`config.mk`:
```
export PLATFORM = sky130hd
export DESIGN_NAME = enigma_step_ctrl_flat
export DESIGN_NICKNAME = d
export VERILOG_FILES = /design/src/rtl/enigma_step_ctrl_if.sv /design/src/rtl/enigma_step_ctrl.sv /design/src/flat_wrapper.sv
export SDC_FILE = /design/constraint.sdc
export NUM_CORES = 1
export LEC_CHECK = 0
export BUFFER_PORTS_ARGS = -buffer_cell sky130_fd_sc_hd__buf_4
export CORE_MARGIN = 2
export CORE_UTILIZATION = 49
export CTS_BUF_LIST = sky130_fd_sc_hd__clkbuf_4 sky130_fd_sc_hd__clkbuf_8
export CTS_CLUSTER_DIAMETER = 120
export DETAILED_ROUTE_END_ITERATION = 12
export PLACE_DENSITY = 0.85
export SYNTH_ARGS = -nofsm -noshare
export SYNTH_HDL_FRONTEND = slang
export SYNTH_SLANG_ARGS = --single-unit
```
`constraint.sdc`:
```
create_clock -name clock -period 2.6 [get_ports clock]
set_clock_uncertainty 0.2 [all_clocks]
set_input_delay 0.52 -clock clock [delete_from_list [all_inputs] [get_ports clock]]
set_output_delay 0.52 -clock clock [all_outputs]
set_load 0.1 [all_outputs]
```
`src/rtl/enigma_step_ctrl_if.sv`:
```
// Handshake and datapath bundle between the keypress sequencer and its surroundings.
// The slave side is the controller; the master side is the keyboard logic plus the rotor chain.
interface enigma_step_ctrl_if;
    logic [25:0] key_in;
    logic        key_valid;
    logic        key_ready;
    logic        key_err;
    logic        set_req;
    logic [4:0]  set_pos_l;
    logic [4:0]  set_pos_m;
    logic [4:0]  set_pos_r;
    logic        set_err;
    logic        notch_l;
    logic        notch_m;
    logic        notch_r;
    logic        rotate_l;
    logic        rotate_m;
    logic        rotate_r;
    logic [25:0] dp_in;
    logic [25:0] dp_out;
    logic [25:0] cipher_out;
    logic        cipher_valid;
    logic [4:0]  pos_l;
    logic [4:0]  pos_m;
    logic [4:0]  pos_r;
    logic        busy;

    modport slave (
        input  key_in, key_valid, set_req, set_pos_l, set_pos_m, set_pos_r,
               notch_l, notch_m, notch_r, dp_out,
        output key_ready, key_err, set_err, rotate_l, rotate_m, rotate_r,
               dp_in, cipher_out, cipher_valid, pos_l, pos_m, pos_r, busy
    );

    modport master (
        output key_in, key_valid, set_req, set_pos_l, set_pos_m, set_pos_r,
               notch_l, notch_m, notch_r, dp_out,
        input  key_ready, key_err, set_err, rotate_l, rotate_m, rotate_r,
               dp_in, cipher_out, cipher_valid, pos_l, pos_m, pos_r, busy
    );
endinterface

```
`src/rtl/enigma_step_ctrl.sv`:
```
// Keypress sequencer for a three-rotor cipher: steps rotors (with double-step), lets the
// rotor/reflector path settle, captures the ciphertext letter, and realigns rotors on request.
module enigma_step_ctrl #(
    parameter int unsigned SETTLE_CYCLES = 2
) (
    input  logic               clock,
    input  logic               resetn,
    enigma_step_ctrl_if.slave  bus
);

    typedef enum logic [2:0] {
        IDLE, STEP_HI, STEP_LO, SETTLE, SET_CHK, SET_HI, SET_LO
    } state_e;

    localparam logic [3:0] SETTLE_LAST = 4'(SETTLE_CYCLES - 1);

    state_e      state_q;
    logic [25:0] key_q;
    logic [25:0] dp_in_q;
    logic [25:0] cipher_q;
    logic        cipher_valid_q;
    logic        key_err_q;
    logic        set_err_q;
    logic        rot_l_q, rot_m_q, rot_r_q;
    logic [4:0]  pos_l_q, pos_m_q, pos_r_q;
    logic [4:0]  tgt_l_q, tgt_m_q, tgt_r_q;
    logic [3:0]  settle_cnt_q;

    logic key_onehot_d;
    logic set_bad_d;
    logic at_target_d;

    function automatic logic [4:0] inc26(input logic [4:0] p);
        return (p == 5'd25) ? 5'd0 : p + 5'd1;
    endfunction

    assign key_onehot_d = (bus.key_in != 26'd0) &&
                          ((bus.key_in & (bus.key_in - 26'd1)) == 26'd0);
    assign set_bad_d    = (bus.set_pos_l > 5'd25) || (bus.set_pos_m > 5'd25) ||
                          (bus.set_pos_r > 5'd25);
    assign at_target_d  = (pos_l_q == tgt_l_q) && (pos_m_q == tgt_m_q) &&
                          (pos_r_q == tgt_r_q);

    // Gated by resetn so a key offered during reset is never seen as accepted.
    assign bus.key_ready    = resetn && (state_q == IDLE) && !bus.set_req;
    assign bus.key_err      = key_err_q;
    assign bus.set_err      = set_err_q;
    assign bus.rotate_l     = rot_l_q;
    assign bus.rotate_m     = rot_m_q;
    assign bus.rotate_r     = rot_r_q;
    assign bus.dp_in        = dp_in_q;
    assign bus.cipher_out   = cipher_q;
    assign bus.cipher_valid = cipher_valid_q;
    assign bus.pos_l        = pos_l_q;
    assign bus.pos_m        = pos_m_q;
    assign bus.pos_r        = pos_r_q;
    assign bus.busy         = (state_q != IDLE);

    // NOTE: every register here updates with <= so all of them see pre-edge values of each other.
    always_ff @(posedge clock or negedge resetn) begin
        if (!resetn) begin
            state_q        <= IDLE;
            key_q          <= '0;
            dp_in_q        <= '0;
            cipher_q       <= '0;
            cipher_valid_q <= 1'b0;
            key_err_q      <= 1'b0;
            set_err_q      <= 1'b0;
            rot_l_q        <= 1'b0;
            rot_m_q        <= 1'b0;
            rot_r_q        <= 1'b0;
            pos_l_q        <= '0;
            pos_m_q        <= '0;
            pos_r_q        <= '0;
            tgt_l_q        <= '0;
            tgt_m_q        <= '0;
            tgt_r_q        <= '0;
            settle_cnt_q   <= '0;
        end else begin
            cipher_valid_q <= 1'b0;
            key_err_q      <= 1'b0;
            set_err_q      <= 1'b0;
            rot_l_q        <= 1'b0;
            rot_m_q        <= 1'b0;
            rot_r_q        <= 1'b0;

            case (state_q)
                IDLE: begin
                    if (bus.set_req) begin
                        if (set_bad_d) begin
                            set_err_q <= 1'b1;
                        end else begin
                            tgt_l_q <= bus.set_pos_l;
                            tgt_m_q <= bus.set_pos_m;
                            tgt_r_q <= bus.set_pos_r;
                            state_q <= SET_CHK;
                        end
                    end else if (bus.key_valid) begin
                        if (!key_onehot_d) begin
                            key_err_q <= 1'b1;
                        end else begin
                            // Middle notch steps middle and left together: the double step.
                            key_q   <= bus.key_in;
                            rot_r_q <= 1'b1;
                            rot_m_q <= bus.notch_r | bus.notch_m;
                            rot_l_q <= bus.notch_m;
                            state_q <= STEP_HI;
                        end
                    end
                end

                STEP_HI, SET_HI: begin
                    if (rot_l_q) pos_l_q <= inc26(pos_l_q);
                    if (rot_m_q) pos_m_q <= inc26(pos_m_q);
                    if (rot_r_q) pos_r_q <= inc26(pos_r_q);
                    state_q <= (state_q == STEP_HI) ? STEP_LO : SET_LO;
                end

                STEP_LO: begin
                    dp_in_q      <= key_q;
                    settle_cnt_q <= '0;
                    state_q      <= SETTLE;
                end

                SETTLE: begin
                    if (settle_cnt_q == SETTLE_LAST) begin
                        cipher_q       <= bus.dp_out;
                        cipher_valid_q <= 1'b1;
                        dp_in_q        <= '0;
                        state_q        <= IDLE;
                    end else begin
                        settle_cnt_q <= settle_cnt_q + 4'd1;
                    end
                end

                SET_CHK: begin
                    if (at_target_d) begin
                        state_q <= IDLE;
                    end else begin
                        rot_l_q <= (pos_l_q != tgt_l_q);
                        rot_m_q <= (pos_m_q != tgt_m_q);
                        rot_r_q <= (pos_r_q != tgt_r_q);
                        state_q <= SET_HI;
                    end
                end

                SET_LO:  state_q <= SET_CHK;

                default: state_q <= IDLE;
            endcase
        end
    end

endmodule

```
`src/flat_wrapper.sv`:
```
// flat-port wrapper written by rule: the top's interface ports become plain ports
module enigma_step_ctrl_flat 
#(
    parameter int unsigned SETTLE_CYCLES = 2
)
  (clock, resetn, bus_key_in, bus_key_valid, bus_set_req, bus_set_pos_l, bus_set_pos_m, bus_set_pos_r, bus_notch_l, bus_notch_m, bus_notch_r, bus_dp_out, bus_key_ready, bus_key_err, bus_set_err, bus_rotate_l, bus_rotate_m, bus_rotate_r, bus_dp_in, bus_cipher_out, bus_cipher_valid, bus_pos_l, bus_pos_m, bus_pos_r, bus_busy);
  enigma_step_ctrl_if bus_i ();
  input  logic clock;
  input  logic resetn;
  input wire logic [$bits(bus_i.key_in)-1:0] bus_key_in;
  input wire logic [$bits(bus_i.key_valid)-1:0] bus_key_valid;
  input wire logic [$bits(bus_i.set_req)-1:0] bus_set_req;
  input wire logic [$bits(bus_i.set_pos_l)-1:0] bus_set_pos_l;
  input wire logic [$bits(bus_i.set_pos_m)-1:0] bus_set_pos_m;
  input wire logic [$bits(bus_i.set_pos_r)-1:0] bus_set_pos_r;
  input wire logic [$bits(bus_i.notch_l)-1:0] bus_notch_l;
  input wire logic [$bits(bus_i.notch_m)-1:0] bus_notch_m;
  input wire logic [$bits(bus_i.notch_r)-1:0] bus_notch_r;
  input wire logic [$bits(bus_i.dp_out)-1:0] bus_dp_out;
  output wire logic [$bits(bus_i.key_ready)-1:0] bus_key_ready;
  output wire logic [$bits(bus_i.key_err)-1:0] bus_key_err;
  output wire logic [$bits(bus_i.set_err)-1:0] bus_set_err;
  output wire logic [$bits(bus_i.rotate_l)-1:0] bus_rotate_l;
  output wire logic [$bits(bus_i.rotate_m)-1:0] bus_rotate_m;
  output wire logic [$bits(bus_i.rotate_r)-1:0] bus_rotate_r;
  output wire logic [$bits(bus_i.dp_in)-1:0] bus_dp_in;
  output wire logic [$bits(bus_i.cipher_out)-1:0] bus_cipher_out;
  output wire logic [$bits(bus_i.cipher_valid)-1:0] bus_cipher_valid;
  output wire logic [$bits(bus_i.pos_l)-1:0] bus_pos_l;
  output wire logic [$bits(bus_i.pos_m)-1:0] bus_pos_m;
  output wire logic [$bits(bus_i.pos_r)-1:0] bus_pos_r;
  output wire logic [$bits(bus_i.busy)-1:0] bus_busy;
  assign bus_i.key_in = bus_key_in;
  assign bus_i.key_valid = bus_key_valid;
  assign bus_i.set_req = bus_set_req;
  assign bus_i.set_pos_l = bus_set_pos_l;
  assign bus_i.set_pos_m = bus_set_pos_m;
  assign bus_i.set_pos_r = bus_set_pos_r;
  assign bus_i.notch_l = bus_notch_l;
  assign bus_i.notch_m = bus_notch_m;
  assign bus_i.notch_r = bus_notch_r;
  assign bus_i.dp_out = bus_dp_out;
  assign bus_key_ready = bus_i.key_ready;
  assign bus_key_err = bus_i.key_err;
  assign bus_set_err = bus_i.set_err;
  assign bus_rotate_l = bus_i.rotate_l;
  assign bus_rotate_m = bus_i.rotate_m;
  assign bus_rotate_r = bus_i.rotate_r;
  assign bus_dp_in = bus_i.dp_in;
  assign bus_cipher_out = bus_i.cipher_out;
  assign bus_cipher_valid = bus_i.cipher_valid;
  assign bus_pos_l = bus_i.pos_l;
  assign bus_pos_m = bus_i.pos_m;
  assign bus_pos_r = bus_i.pos_r;
  assign bus_busy = bus_i.busy;
  enigma_step_ctrl #(.SETTLE_CYCLES(SETTLE_CYCLES)) u_core (.clock(clock), .resetn(resetn), .bus(bus_i));
endmodule
```
==> results by group, run 1 <==
Placed design
  – Hpwl dp: 9640 microns
  – DP Cell Count: 843
  – Port bufs: 147
  – Final Wtd Congestion: 0.872

Clock tree
  – H-tree depth: 4
  – CTS root buffer: clkbuf_8
  – Hold-fix buffers, CTS: 0
  – TritonCTS Buffers: 17
  – Worst-case clock buffer depth: 2
  – Clk pin slew, worst setup/hold paths: 0.07 ns
  – Clk_lat worst skew: 0.43 ns
  – CTS tree: done
  – CTS Sinks: 121

Pwr
  – Leakage power: 3.77 nW
  – Switching power share of the total: 49.9%
  – Power per Cell Area: 1100 mW/mm^2
  – Sw power: 4.30 mW
  – Internal: 4.31 mW
  – Max VDD drop: 0.999 mV
  – Combinational power share: 47.7%
  – Sequential Power Share: 31.5%
  – Clock power share: 20.8%

Cells and area
  – Finished Layout Cells: 885
  – Fillers: 774
  – Multi-input combinational cell area: 0.00259 sq mm
  – Commonest non-fill, non-tap cell in the layout: buf_4
  – Nets: 811
  – Commonest cells after routing, fill and taps aside: buf_4, nand2_1, dfrtp_1
  – Layout Utilization: 69.5%
  – Register area: 0.00303 sq mm
  – Synth-to-Final Area Change: 40.0%
  – Share of layout cells above drive strength 1: 40.4%
  – ANT cells: 0

Detailed routing
  – TritonRoute pass-1 iters: 5
  – DRC: 0
  – Via Count: 4799
  – Wire per inst: 16.5 microns
  – Post-DR vias/cell: 5.42
  – Drt total wl: 14600 microns
  – Number of routed nets with antenna violations: 0
  – DRT iter0 DRCs: 347

GRT
  – Met2 Use GR: 40.3%
  – Overflow after GRT: 0
  – Tot GR Track Use: 23.8%
  – Met3 Track Usage GR: 5.30%
  – Largest net degree at the start of global routing: 122
  – First-pass GRT wire length: 23700 microns
  – Initial antenna violation count: 0
  – Vias in the first global route: 4843
  – Routing usage on met1: 30.8%
  – GR peak layer: met2

Yosys
  – Synth top area share: 54.1%
  – Mapped cell area: 0.00560 sq mm
  – Simple-gate share of the synthesized area: 17.9%
  – Top post-synthesis cells by area: dfrtp_1, nand2_1, mux2_4
  – Synth Net Count: 615
  – #FFs+latches synth: 121
  – Asr flop ratio synth: 100%
  – XOR/XNOR Fraction of Synth Area: 2.50%
  – Post-synthesis compound-gate area fraction: 10.6%
  – Post-Syn Area per Cell: 10.5 sq um
  – Number of synthesized flops with an enable pin: 0
  – Post-Syn Instances: 533
  – Adder-cell share of the synthesized area: 2.15%
  – YS warnings: 0
  – Multiplexer share of the synthesized area: 10.1%
  – Count of different cell masters after synthesis: 58
  – Seq/Total Area, Yosys: 54.1%
  – Main combinational cell family by area after synthesis: simple AND/OR/NAND/NOR gates
  – Prevailing post-synth register cell: dfrtp_1
  – Cell taking the most area after synthesis: dfrtp_1

Floorplanning
  – Die Height: 111 microns
  – # rows: 39
  – Die area: 0.0123 sq mm
  – Die Wd: 111 microns
  – I/O pin count: 149
  – Initial Utilization: 49.7%
  – Core area: 0.0113 sq mm

Setup path
  – Crit path DAT: 3.40 ns
  – Worst r2r src: u_core.state_q[0]$_DFFE_PN0P_
  – Kind of end point of the critical path: flip-flop
  – Reg2Reg Setup Slack: 0.25 ns
  – Worst r2r path cells: 7
  – Worst r2r dst: u_core.key_q[18]$_DFFE_PN0P_
  – Critical path startpoint category: primary input
  – Worst Path Max Fanout: 8
  – WS Path Type: primary input to flip-flop
  – Required @ worst endpoint: 2.71 ns

Timing
  – Setup TNS: -19.48 ns
  – Tcrit/Tclk final: 127%
  – Final count of negative-setup-slack endpoints: 31
  – Crit path time final: 3.29 ns
  – Max-slew headroom: 54.2%
  – Min Hold Slack: -0.00260 ns
  – Achievable Freq: 304 MHz
  – RSZ-0062 raised after global routing: true
  – Final worst slack: -0.693 ns
  – Slew Limit Fails: 0
  – Hold Fails Final Rpt: 2
  – Slew of the pin with the lowest slew margin: 0.682 ns

Hold path
  – Worst Hold Class: primary input to async pin

Job
  – # Max-Cap Violations: 0

Status
  – Failing checks: hold timing, setup timing
  – Status: finished with violations
sequential cells by signal, summed over array words and instances, names as in the netlist, 3 cells and up:
signal / flops
u_core.tgt_r_q: 5
u_core.settle_cnt_q: 4
u_core.bus.cipher_out: 26
u_core.tgt_l_q: 5
u_core.bus.pos_r: 5
u_core.bus.pos_m: 5
u_core.key_q: 26
u_core.bus.dp_in: 26
u_core.state_q: 3
u_core.tgt_m_q: 5
u_core.bus.pos_l: 5
synth_stat cells (2+ instances only):
| master | n |
|---|---|
| xnor2_1 | 7 |
| and3b_1 | 2 |
| inv_1 | 8 |
| mux2_4 | 19 |
| mux2_2 | 24 |
| nand4_1 | 4 |
| a21boi_0 | 3 |
| nand3_1 | 7 |
| nand3b_1 | 2 |
| and2_1 | 4 |
| nand2_1 | 151 |
| nand2b_1 | 3 |
| nor3b_1 | 2 |
| nor2b_1 | 2 |
| o21ai_0 | 47 |
| nor3_1 | 8 |
| or4_1 | 6 |
| o31ai_1 | 4 |
| maj3_1 | 2 |
| nand4b_1 | 2 |
| a311oi_1 | 2 |
| buf_12 | 2 |
| a41o_1 | 2 |
| nor2_1 | 11 |
| a21oi_1 | 8 |
| dfrtp_1 | 121 |
| o22ai_1 | 4 |
| clkbuf_1 | 17 |
| or3_1 | 8 |
| o211ai_1 | 4 |
| xor2_1 | 9 |
| a21o_1 | 2 |
| ha_1 | 8 |
| nor4_1 | 4 |
layer usage:
| layer | vias up | part of all wire (%) |
|---|---|---|
| li1 | 2248 | - |
| met1 | 2361 | 41 |
| met2 | 169 | 52 |
| met3 | 21 | 5.5 |
| met4 | 0 | 1.5 |
| met5 | - | 0 |
per-stage QoR:
stage / setup WS (ns) / instance area, sq um / power (mW)
finish: -0.693 / 7840 / 8.61
CTS: -0.577 / 7800 / 8.63
global route: -0.726 / 7840 / 8.99
floorplan: -1.14 / 5620 / 5.78
detailed placement: -1.30 / 7120 / 6.80
global placement: -1.18 / 7120 / 6.68
cells by family after synthesis:
kind of cell | count (synthesis)
AO/OA/AOI/OAI | 93
adder cells (fa/ha/maj) | 10
buffers and inverters | 29
flip-flops | 121
AND/OR/NAND/NOR | 220
XOR/XNOR | 16
multiplexers | 44
power by group through the flow:
stage,clock [mW],combinational [mW],sequential [mW]
2_1_floorplan,0,1.05,4.73
3_3_place_gp,0,3.97,2.70
3_5_place_dp,0,4.07,2.73
4_1_cts,1.82,4.11,2.70
5_1_grt,1.93,4.30,2.76
6_report,1.79,4.11,2.71
worst max-delay path: stages:
cell and delay (ns):
buf_6 0.09, or4_4 0.53, or3_4 0.47, o41ai_2 0.23
nand4_1 0.18, or4b_4 0.58, nor3_4 0.17, buf_6 0.18
buf_16 0.14, mux2_4 0.30
cell type report:
cell class                 instances  share of cell area (%)
clock buffer                      17                    2.99
tap                              143                    2.28
timing repair buffer             197                    20.2
inverter                           9                   0.431
clock inverter                    15                    2.41
multi-input combinational        383                    33.1
sequential                       121                    38.7
how the worst max path moves through the flow:
stage	slack, ns	start	endpoint	depth (start not counted)
global route	-0.73	bus_key_in[2]	u_core.key_q[18]$_DFFE_PN0P_	10
floorplan	-1.14	bus_key_in[7]	u_core.key_q[10]$_DFFE_PN0P_	9
global placement	-1.18	bus_key_in[7]	u_core.key_q[4]$_DFFE_PN0P_	9
finish	-0.69	bus_key_in[2]	u_core.key_q[18]$_DFFE_PN0P_	10
CTS	-0.58	bus_key_in[5]	u_core.key_q[2]$_DFFE_PN0P_	10
detailed placement	-1.30	bus_key_in[7]	u_core.key_q[4]$_DFFE_PN0P_	9
what timing repair did:
action | 4_1_cts | 5_1_grt
buffers inserted | 5 | 5
pin swaps | 10 | 6
setup endpoints to repair | 32 | 32
resized for setup | 35 | 9
gates cloned | 3 | 0
No activity file was read; power rests on OpenSTA's default activity.
==> inputs of run 2 (changes only) <==
--- a/config.mk
+++ b/config.mk
@@ -11,7 +11,8 @@
 export CTS_BUF_LIST = sky130_fd_sc_hd__clkbuf_4 sky130_fd_sc_hd__clkbuf_8
 export CTS_CLUSTER_DIAMETER = 120
 export DETAILED_ROUTE_END_ITERATION = 12
-export PLACE_DENSITY = 0.85
+export PLACE_DENSITY = 0.75
+export RECOVER_POWER = 25
 export SYNTH_ARGS = -nofsm -noshare
 export SYNTH_HDL_FRONTEND = slang
 export SYNTH_SLANG_ARGS = --single-unit
==> results by group, run 2 (synthesis results as in run 1) <==
Status
  – Status: finished with violations
  – Failing checks: capacitance limit, slew limit, setup timing

Timing
  – RSZ-0062 raised after global routing: true
  – Final worst slack: -0.672 ns (+0.0211 ns)
  – Hold Fails Final Rpt: 0 (-2)
  – Slew of the pin with the lowest slew margin: 1.61 ns (+0.923 ns)
  – Setup TNS: -18.94 ns (+0.544 ns)
  – Crit path time final: 3.27 ns (-0.0211 ns)
  – Slew Limit Fails: 122 (+122)
  – Final count of negative-setup-slack endpoints: 31 (unchanged)
  – Achievable Freq: 306 MHz (+0.65%)
  – Max-slew headroom: -7.02% (-61 points)
  – Tcrit/Tclk final: 126% (-0.81 points)

Pwr
  – Combinational power share: 48.0% (+0.3 points)
  – Switching power share of the total: 48.5% (-1.4 points)
  – Clock power share: 20.6% (-0.2 points)
  – Internal: 4.42 mW (+2.5%)
  – Sequential Power Share: 31.3% (-0.2 points)
  – Max VDD drop: 0.936 mV (-6.3%)
  – Power Total: 8.58 mW (-0.29%)
  – Sw power: 4.16 mW (-3.1%)
  – Leakage power: 3.77 nW (-0.16%)
  – Power per Cell Area: 1100 mW/mm^2 (+0.31%)

Floorplanning
  – Initial Utilization: 49.7% (unchanged)
  – Die Height: 111 microns (unchanged)
  – Core area: 0.0113 sq mm (unchanged)
  – Die area: 0.0123 sq mm (unchanged)
  – # rows: 39 (unchanged)
  – Die Wd: 111 microns (unchanged)
  – I/O pin count: 149 (unchanged)

Placed design
  – DP Cell Count: 845 (+0.24%)
  – Port bufs: 147 (unchanged)
  – Hpwl dp: 9520 microns (-1.3%)
  – Final Wtd Congestion: 0.835 (-4.2%)

Detailed routing
  – Number of routed nets with antenna violations: 0 (unchanged)
  – TritonRoute pass-1 iters: 4 (-1)
  – Wire per inst: 15.8 microns (-4.2%)
  – DRT iter0 DRCs: 277 (-20%)
  – Drt total wl: 13900 microns (-4.6%)
  – DRC: 0 (unchanged)
  – Post-DR vias/cell: 5.31 (-2.1%)
  – Via Count: 4677 (-2.5%)

Cells and area
  – Multi-input combinational cell area: 0.00255 sq mm (-1.5%)
  – Commonest non-fill, non-tap cell in the layout: buf_4
  – ANT cells: 0 (unchanged)
  – Commonest cells after routing, fill and taps aside: buf_4, nand2_1, dfrtp_1
  – Nets: 809 (-0.25%)
  – Layout Utilization: 69.1% (-0.42 points)
  – Fillers: 860 (+11%)
  – Synth-to-Final Area Change: 39.2%
  – Finished Layout Cells: 881 (-0.45%)
  – Share of layout cells above drive strength 1: 39.6% (-0.86 points)
  – Register area: 0.00303 sq mm (unchanged)

Setup path
  – Worst r2r path cells: 7 (unchanged)
  – Worst Path Max Fanout: 7 (-1)
  – Crit-path cells: buf_6, or4_4, or3_4, o41ai_2, nand4_1, or4b_4, nor3_4, buf_12, buf_16, mux2_4
  – Slowest CP cell: or4b_4
  – Crit-path max cell delay: 0.58 ns (about the same)
  – WS Path Type: primary input to flip-flop
  – Required @ worst endpoint: 2.71 ns (about the same)
  – Worst r2r src: u_core.state_q[1]$_DFFE_PN0P_
  – Critical path startpoint category: primary input
  – Crit path DAT: 3.39 ns (about the same)
  – Kind of end point of the critical path: flip-flop
  – Crit path launch: bus_key_in[14]

Hold path
  – Hold path cells: 3
  – Hold_sp: bus_dp_out[18]
  – Worst Hold Class: primary input to flip-flop

Job
  – # Max-Cap Violations: 1 (+1)

GRT
  – First-pass GRT wire length: 23000 microns (-2.9%)
  – Vias in the first global route: 4700 (-3.0%)
  – Overflow after GRT: 0 (unchanged)
  – Initial antenna violation count: 0 (unchanged)
  – Largest net degree at the start of global routing: 122 (unchanged)
  – Tot GR Track Use: 23.3% (-0.45 points)

Clock tree
  – Clk pin slew, worst setup/hold paths: 0.07 ns (about the same)
  – CTS root buffer: clkbuf_8
  – Worst-case clock buffer depth: 2 (unchanged)
  – Hold-fix buffers, CTS: 0 (unchanged)
  – CTS tree: done
  – CTS Sinks: 121 (unchanged)
  – H-tree depth: 4 (unchanged)
  – Clk_lat worst skew: 0.43 ns (about the same)
  – TritonCTS Buffers: 17 (unchanged)
run 2: power by group through the flow:
stage	registers (mW)	clock network [mW]	logic, mW
floorplan	4.73	0	1.05
global placement	2.68	0	4.02
detailed placement	2.72	0	4.11
CTS	2.69	1.80	4.14
global route	2.75	1.88	4.34
finish	2.69	1.77	4.12
run 2: layer usage:
metal,GRT usage [%],wire (microns),up-vias
met3,5.90,589,16
met4,6.67,165,0
met2,40.2,7050,130
met1,29.3,6080,2287
li1,-,-,2244
met5,0,0,-
run 2: final cells by class:
type / instances / area share, %
sequential: 121 / 38.9
multi-input combinational: 383 / 32.8
timing repair buffer: 195 / 20.2
clock buffer: 22 / 3.89
tap: 143 / 2.30
clock inverter: 8 / 1.51
inverter: 9 / 0.434
run 2: path summary, 6_finish.rpt:
kind                                                               to  slack, ns
worst min register to register  u_core.bus.cipher_out[14]$_DFFE_PN0P_       0.27
worst max-delay path                     u_core.key_q[14]$_DFFE_PN0P_      -0.67
max in group asynchronous               u_core.state_q[1]$_DFFE_PN0P_       0.57
worst min-delay path            u_core.bus.cipher_out[18]$_DFFE_PN0P_       0.07
worst max register to register           u_core.key_q[14]$_DFFE_PN0P_       0.25
min in group asynchronous             u_core.bus.pos_m[3]$_DFFE_PN0P_       0.49
run 2: timing repair:
item | CTS | global route
pin swaps | 19 | 2
gates cloned | 3 | 0
endpoints found under the setup margin | 32 | 32
setup buffers | 2 | 5
gates resized for setup | 30 | 5
run 2: worst max-delay path: cells and delay by family:
family                 cells  cell delay, ns
AO/OA/AOI/OAI              1            0.30
multiplexers               1            0.30
buffers and inverters      3            0.39
AND/OR/NAND/NOR            5            1.87
run 2: per-stage QoR:
step	area, sq um	hold slack, ns	setup WS, ns
floorplan	5620	0.0244	-1.14
global placement	7140	0.258	-1.19
CTS	7770	0.0271	-0.596
finish	7790	0.0731	-0.672
global route	7790	0.0716	-0.703
detailed placement	7140	0.263	-1.26
==> inputs of run 3 (changes only) <==
--- a/config.mk
+++ b/config.mk
@@ -5,13 +5,16 @@
 export SDC_FILE = /design/constraint.sdc
 export NUM_CORES = 1
 export LEC_CHECK = 0
+export ABC_AREA = 1
 export BUFFER_PORTS_ARGS = -buffer_cell sky130_fd_sc_hd__buf_4
+export CELL_PAD_IN_SITES_DETAIL_PLACEMENT = 1
+export CELL_PAD_IN_SITES_GLOBAL_PLACEMENT = 2
 export CORE_MARGIN = 2
-export CORE_UTILIZATION = 49
+export CORE_UTILIZATION = 29
 export CTS_BUF_LIST = sky130_fd_sc_hd__clkbuf_4 sky130_fd_sc_hd__clkbuf_8
 export CTS_CLUSTER_DIAMETER = 120
 export DETAILED_ROUTE_END_ITERATION = 12
-export PLACE_DENSITY = 0.75
+export PLACE_DENSITY = 0.8
 export RECOVER_POWER = 25
 export SYNTH_ARGS = -nofsm -noshare
 export SYNTH_HDL_FRONTEND = slang
==> results by group, run 3 <==
Status
  – Status: finished with violations
  – Failing checks: capacitance limit, slew limit

Detailed routing
  – DRC: 0 (unchanged)
  – Number of routed nets with antenna violations: 0 (unchanged)
  – DRT iter0 DRCs: 175 (-37%)
  – TritonRoute pass-1 iters: 4 (unchanged)
  – Drt total wl: 16200 microns (+17%)
  – Post-DR vias/cell: 4.52 (-15%)
  – Wire per inst: 14.1 microns (-11%)
  – Via Count: 5201 (+11%)

Hold path
  – Worst Hold Class: primary input to flip-flop

Pwr
  – Switching power share of the total: 50.0% (+1.4 points)
  – Internal: 4.30 mW (-2.8%)
  – Power per Cell Area: 1110 mW/mm^2 (+1.1%)
  – Clock power share: 20.9% (+0.3 points)
  – Max VDD drop: 0.311 mV (-67%)
  – Power Total: 8.59 mW (about the same)
  – Combinational power share: 48.3% (+0.3 points)
  – Leakage power: 4.04 nW (+7.3%)
  – Sw power: 4.29 mW (+3.0%)
  – Sequential Power Share: 30.8% (-0.5 points)

Yosys
  – Top post-synthesis cells by area: dfrtp_1, nand2_1, nand3_1
  – Multiplexer share of the synthesized area: 2.29% (-7.8 points)
  – Post-Syn Area per Cell: 8.26 sq um (-21%)
  – Adder-cell share of the synthesized area: 1.70% (-0.45 points)
  – Seq/Total Area, Yosys: 51.3% (-2.8 points)
  – Top-count cell post-synth: nand2_1
  – Cell taking the most area after synthesis: dfrtp_1
  – Post-Syn Instances: 714 (+34%)
  – Top cells by count, synth: nand2_1, dfrtp_1, nor2_1
  – Prevailing post-synth register cell: dfrtp_1
  – Mapped cell area: 0.00590 sq mm (+5.4%)
  – Count of different cell masters after synthesis: 38 (-34%)
  – Asr flop ratio synth: 100% (unchanged)
  – Post-synthesis compound-gate area fraction: 3.69% (-6.9 points)
  – Synth Net Count: 796 (+29%)
  – Simple-gate share of the synthesized area: 33.2% (+15 points)
  – Main combinational cell family by area after synthesis: simple AND/OR/NAND/NOR gates
  – Synth top area share: 51.3% (-2.8 points)
  – YS warnings: 0 (unchanged)
  – XOR/XNOR Fraction of Synth Area: 1.93% (-0.57 points)
  – Number of synthesized flops with an enable pin: 0 (unchanged)
  – #FFs+latches synth: 121 (unchanged)

Setup path
  – Reg2Reg Setup Slack: 0.40 ns (+0.15 ns)
  – Slowest CP cell: dfrtp_1
  – Worst r2r path cells: 10 (+3)
  – Crit-path max cell delay: 0.41 ns (-0.17 ns)
  – Crit path launch: u_core.state_q[1]$_DFFE_PN0P_
  – WS Path Type: flip-flop to output port
  – Crit-path most repeated cell: nor2_2
  – Crit path DAT: 1.65 ns (-1.74 ns)
  – Crit path to: bus_key_ready
  – Kind of end point of the critical path: output port
  – Crit-path cells: nor2_1, inv_1, nor2_2, nand2_1, nor2_2, buf_4
  – Worst Path Max Fanout: 4 (-3)
  – Required @ worst endpoint: 1.88 ns (-0.83 ns)
  – Worst r2r dst: u_core.bus.rotate_m$_DFF_PN0_
  – Critical path startpoint category: flip-flop
  – Worst r2r src: u_core.state_q[1]$_DFFE_PN0P_

Timing
  – Tcrit/Tclk final: 91.0% (-35 points)
  – Max-slew headroom: -15.3% (-8.3 points)
  – Final worst slack: 0.233 ns (+0.905 ns)
  – Hold Fails Final Rpt: 0 (unchanged)
  – Achievable Freq: 422 MHz (+38%)
  – Min Hold Slack: 0.0964 ns (+0.0233 ns)
  – Final count of negative-setup-slack endpoints: 0 (-100%)
  – RSZ-0062 raised after global routing: false
  – Crit path time final: 2.37 ns (-0.905 ns)
  – Slew of the pin with the lowest slew margin: 1.73 ns (+0.124 ns)
  – Setup TNS: 0 ns (+18.94 ns)
  – Slew Limit Fails: 122 (unchanged)

GRT
  – Vias in the first global route: 5324 (+13%)
  – First-pass GRT wire length: 27100 microns (+18%)
  – Overflow after GRT: 0 (unchanged)
  – Tot GR Track Use: 15.7% (-7.6 points)
  – Largest net degree at the start of global routing: 122 (unchanged)
  – Initial antenna violation count: 0 (unchanged)

Floorplanning
  – I/O pin count: 149 (unchanged)
  – Die Height: 147 microns (+32%)
  – Initial Utilization: 29.4% (-20 points)
  – Die Wd: 147 microns (+32%)
  – # rows: 52 (+33%)
  – Die area: 0.0215 sq mm (+75%)
  – Core area: 0.0201 sq mm (+78%)

Clock tree
  – Clk_lat worst skew: 0.43 ns (about the same)
  – Hold-fix buffers, CTS: 0 (unchanged)
  – Clk pin slew, worst setup/hold paths: 0.07 ns (about the same)
  – H-tree depth: 4 (unchanged)
  – Post-CTS setup buffer count: 0 (-2)
  – TritonCTS Buffers: 17 (unchanged)
  – CTS tree: done
  – Worst-case clock buffer depth: 2 (unchanged)
  – CTS root buffer: clkbuf_8
  – CTS Sinks: 121 (unchanged)
  – Post-CTS resize count: 0 (-100%)

Cells and area
  – Fillers: 2421 (+180%)
  – Share of layout cells above drive strength 1: 25.7% (-14 points)
  – ANT cells: 0 (unchanged)
  – Commonest cells after routing, fill and taps aside: nand2_1, buf_4, dfrtp_1
  – Nets: 950 (+17%)
  – Commonest non-fill, non-tap cell in the layout: nand2_1
  – Synth-to-Final Area Change: 30.6%
  – Finished Cell Area: 0.00771 sq mm (-1.0%)

Placed design
  – Port bufs: 147 (unchanged)
  – Worst slack, placed: -0.0773 ns (+1.18 ns)
  – Hpwl dp: 12100 microns (+27%)
  – Placed Area: 0.00730 sq mm (+2.2%)
  – Final Wtd Congestion: 0.820 (-1.7%)

Job
  – # Max-Cap Violations: 1 (unchanged)
[run 3: cells by family after synthesis]
group                    count (synthesis)
buffers and inverters                   76
flip-flops                             121
adder cells (fa/ha/maj)                  8
AND/OR/NAND/NOR                        445
multiplexers                            12
AO/OA/AOI/OAI                           39
XOR/XNOR                                13
[run 3: power by group through the flow]
| stage | Sequential, mW | Clock, mW | Combinational, mW |
|---|---|---|---|
| 5_1_grt | 2.72 | 1.95 | 4.40 |
| 3_5_place_dp | 2.68 | 0 | 4.19 |
| 6_report | 2.64 | 1.80 | 4.15 |
| 2_1_floorplan | 4.69 | 0 | 1.14 |
| 3_3_place_gp | 2.67 | 0 | 4.14 |
| 4_1_cts | 2.65 | 1.87 | 4.20 |
[run 3: final cells by class]
cell class	count	area [sq um]	area share [%]
clock buffers	21	283	3.67
clock inverters	11	144	1.87
inverters	52	195	2.53
multi-input cells	517	2530	32.8
flip-flops and latches	121	3030	39.3
well taps	270	338	4.38
repair buffers	159	1190	15.4
[run 3: per-layer routing]
layer  track usage (%)  wire length (microns)  vias to the layer above
li1                  -                      -                     2604
met2              26.2                   7820                       91
met1              20.8                   7690                     2496
met4              4.66                    168                        0
met3              3.00                    510                       10
met5                 0                      0                        -
[run 3: worst max-delay path, delay by kind of cell (launching register included)]
kind | cells | cell delay, ns
DFF | 1 | 0.41
and+or+nand+nor | 4 | 0.45
buffers and inverters | 2 | 0.37
[run 3: worst min path at each step]
stage	start	to	slack, ns	cells past startpoint
2_1_floorplan	resetn	u_core.bus.cipher_out[0]$_DFFE_PN0P_	0.02	0
3_3_place_gp	u_core.bus.cipher_out[14]$_DFFE_PN0P_	u_core.bus.cipher_out[14]$_DFFE_PN0P_	0.26	2
3_5_place_dp	u_core.key_q[14]$_DFFE_PN0P_	u_core.key_q[14]$_DFFE_PN0P_	0.26	2
4_1_cts	resetn	u_core.bus.pos_m[1]$_DFFE_PN0P_	0.03	2
5_1_grt	bus_dp_out[3]	u_core.bus.cipher_out[3]$_DFFE_PN0P_	0.07	3
6_report	bus_dp_out[20]	u_core.bus.cipher_out[20]$_DFFE_PN0P_	0.1	3
[run 3: metrics by stage]
stage / utilization (%) / cells
CTS: 38.4 / 1151
floorplan: - / 714
global placement: 36.3 / 1119
detailed placement: 36.3 / 1119
global route: 38.3 / 1151
finish: 38.3 / 1151
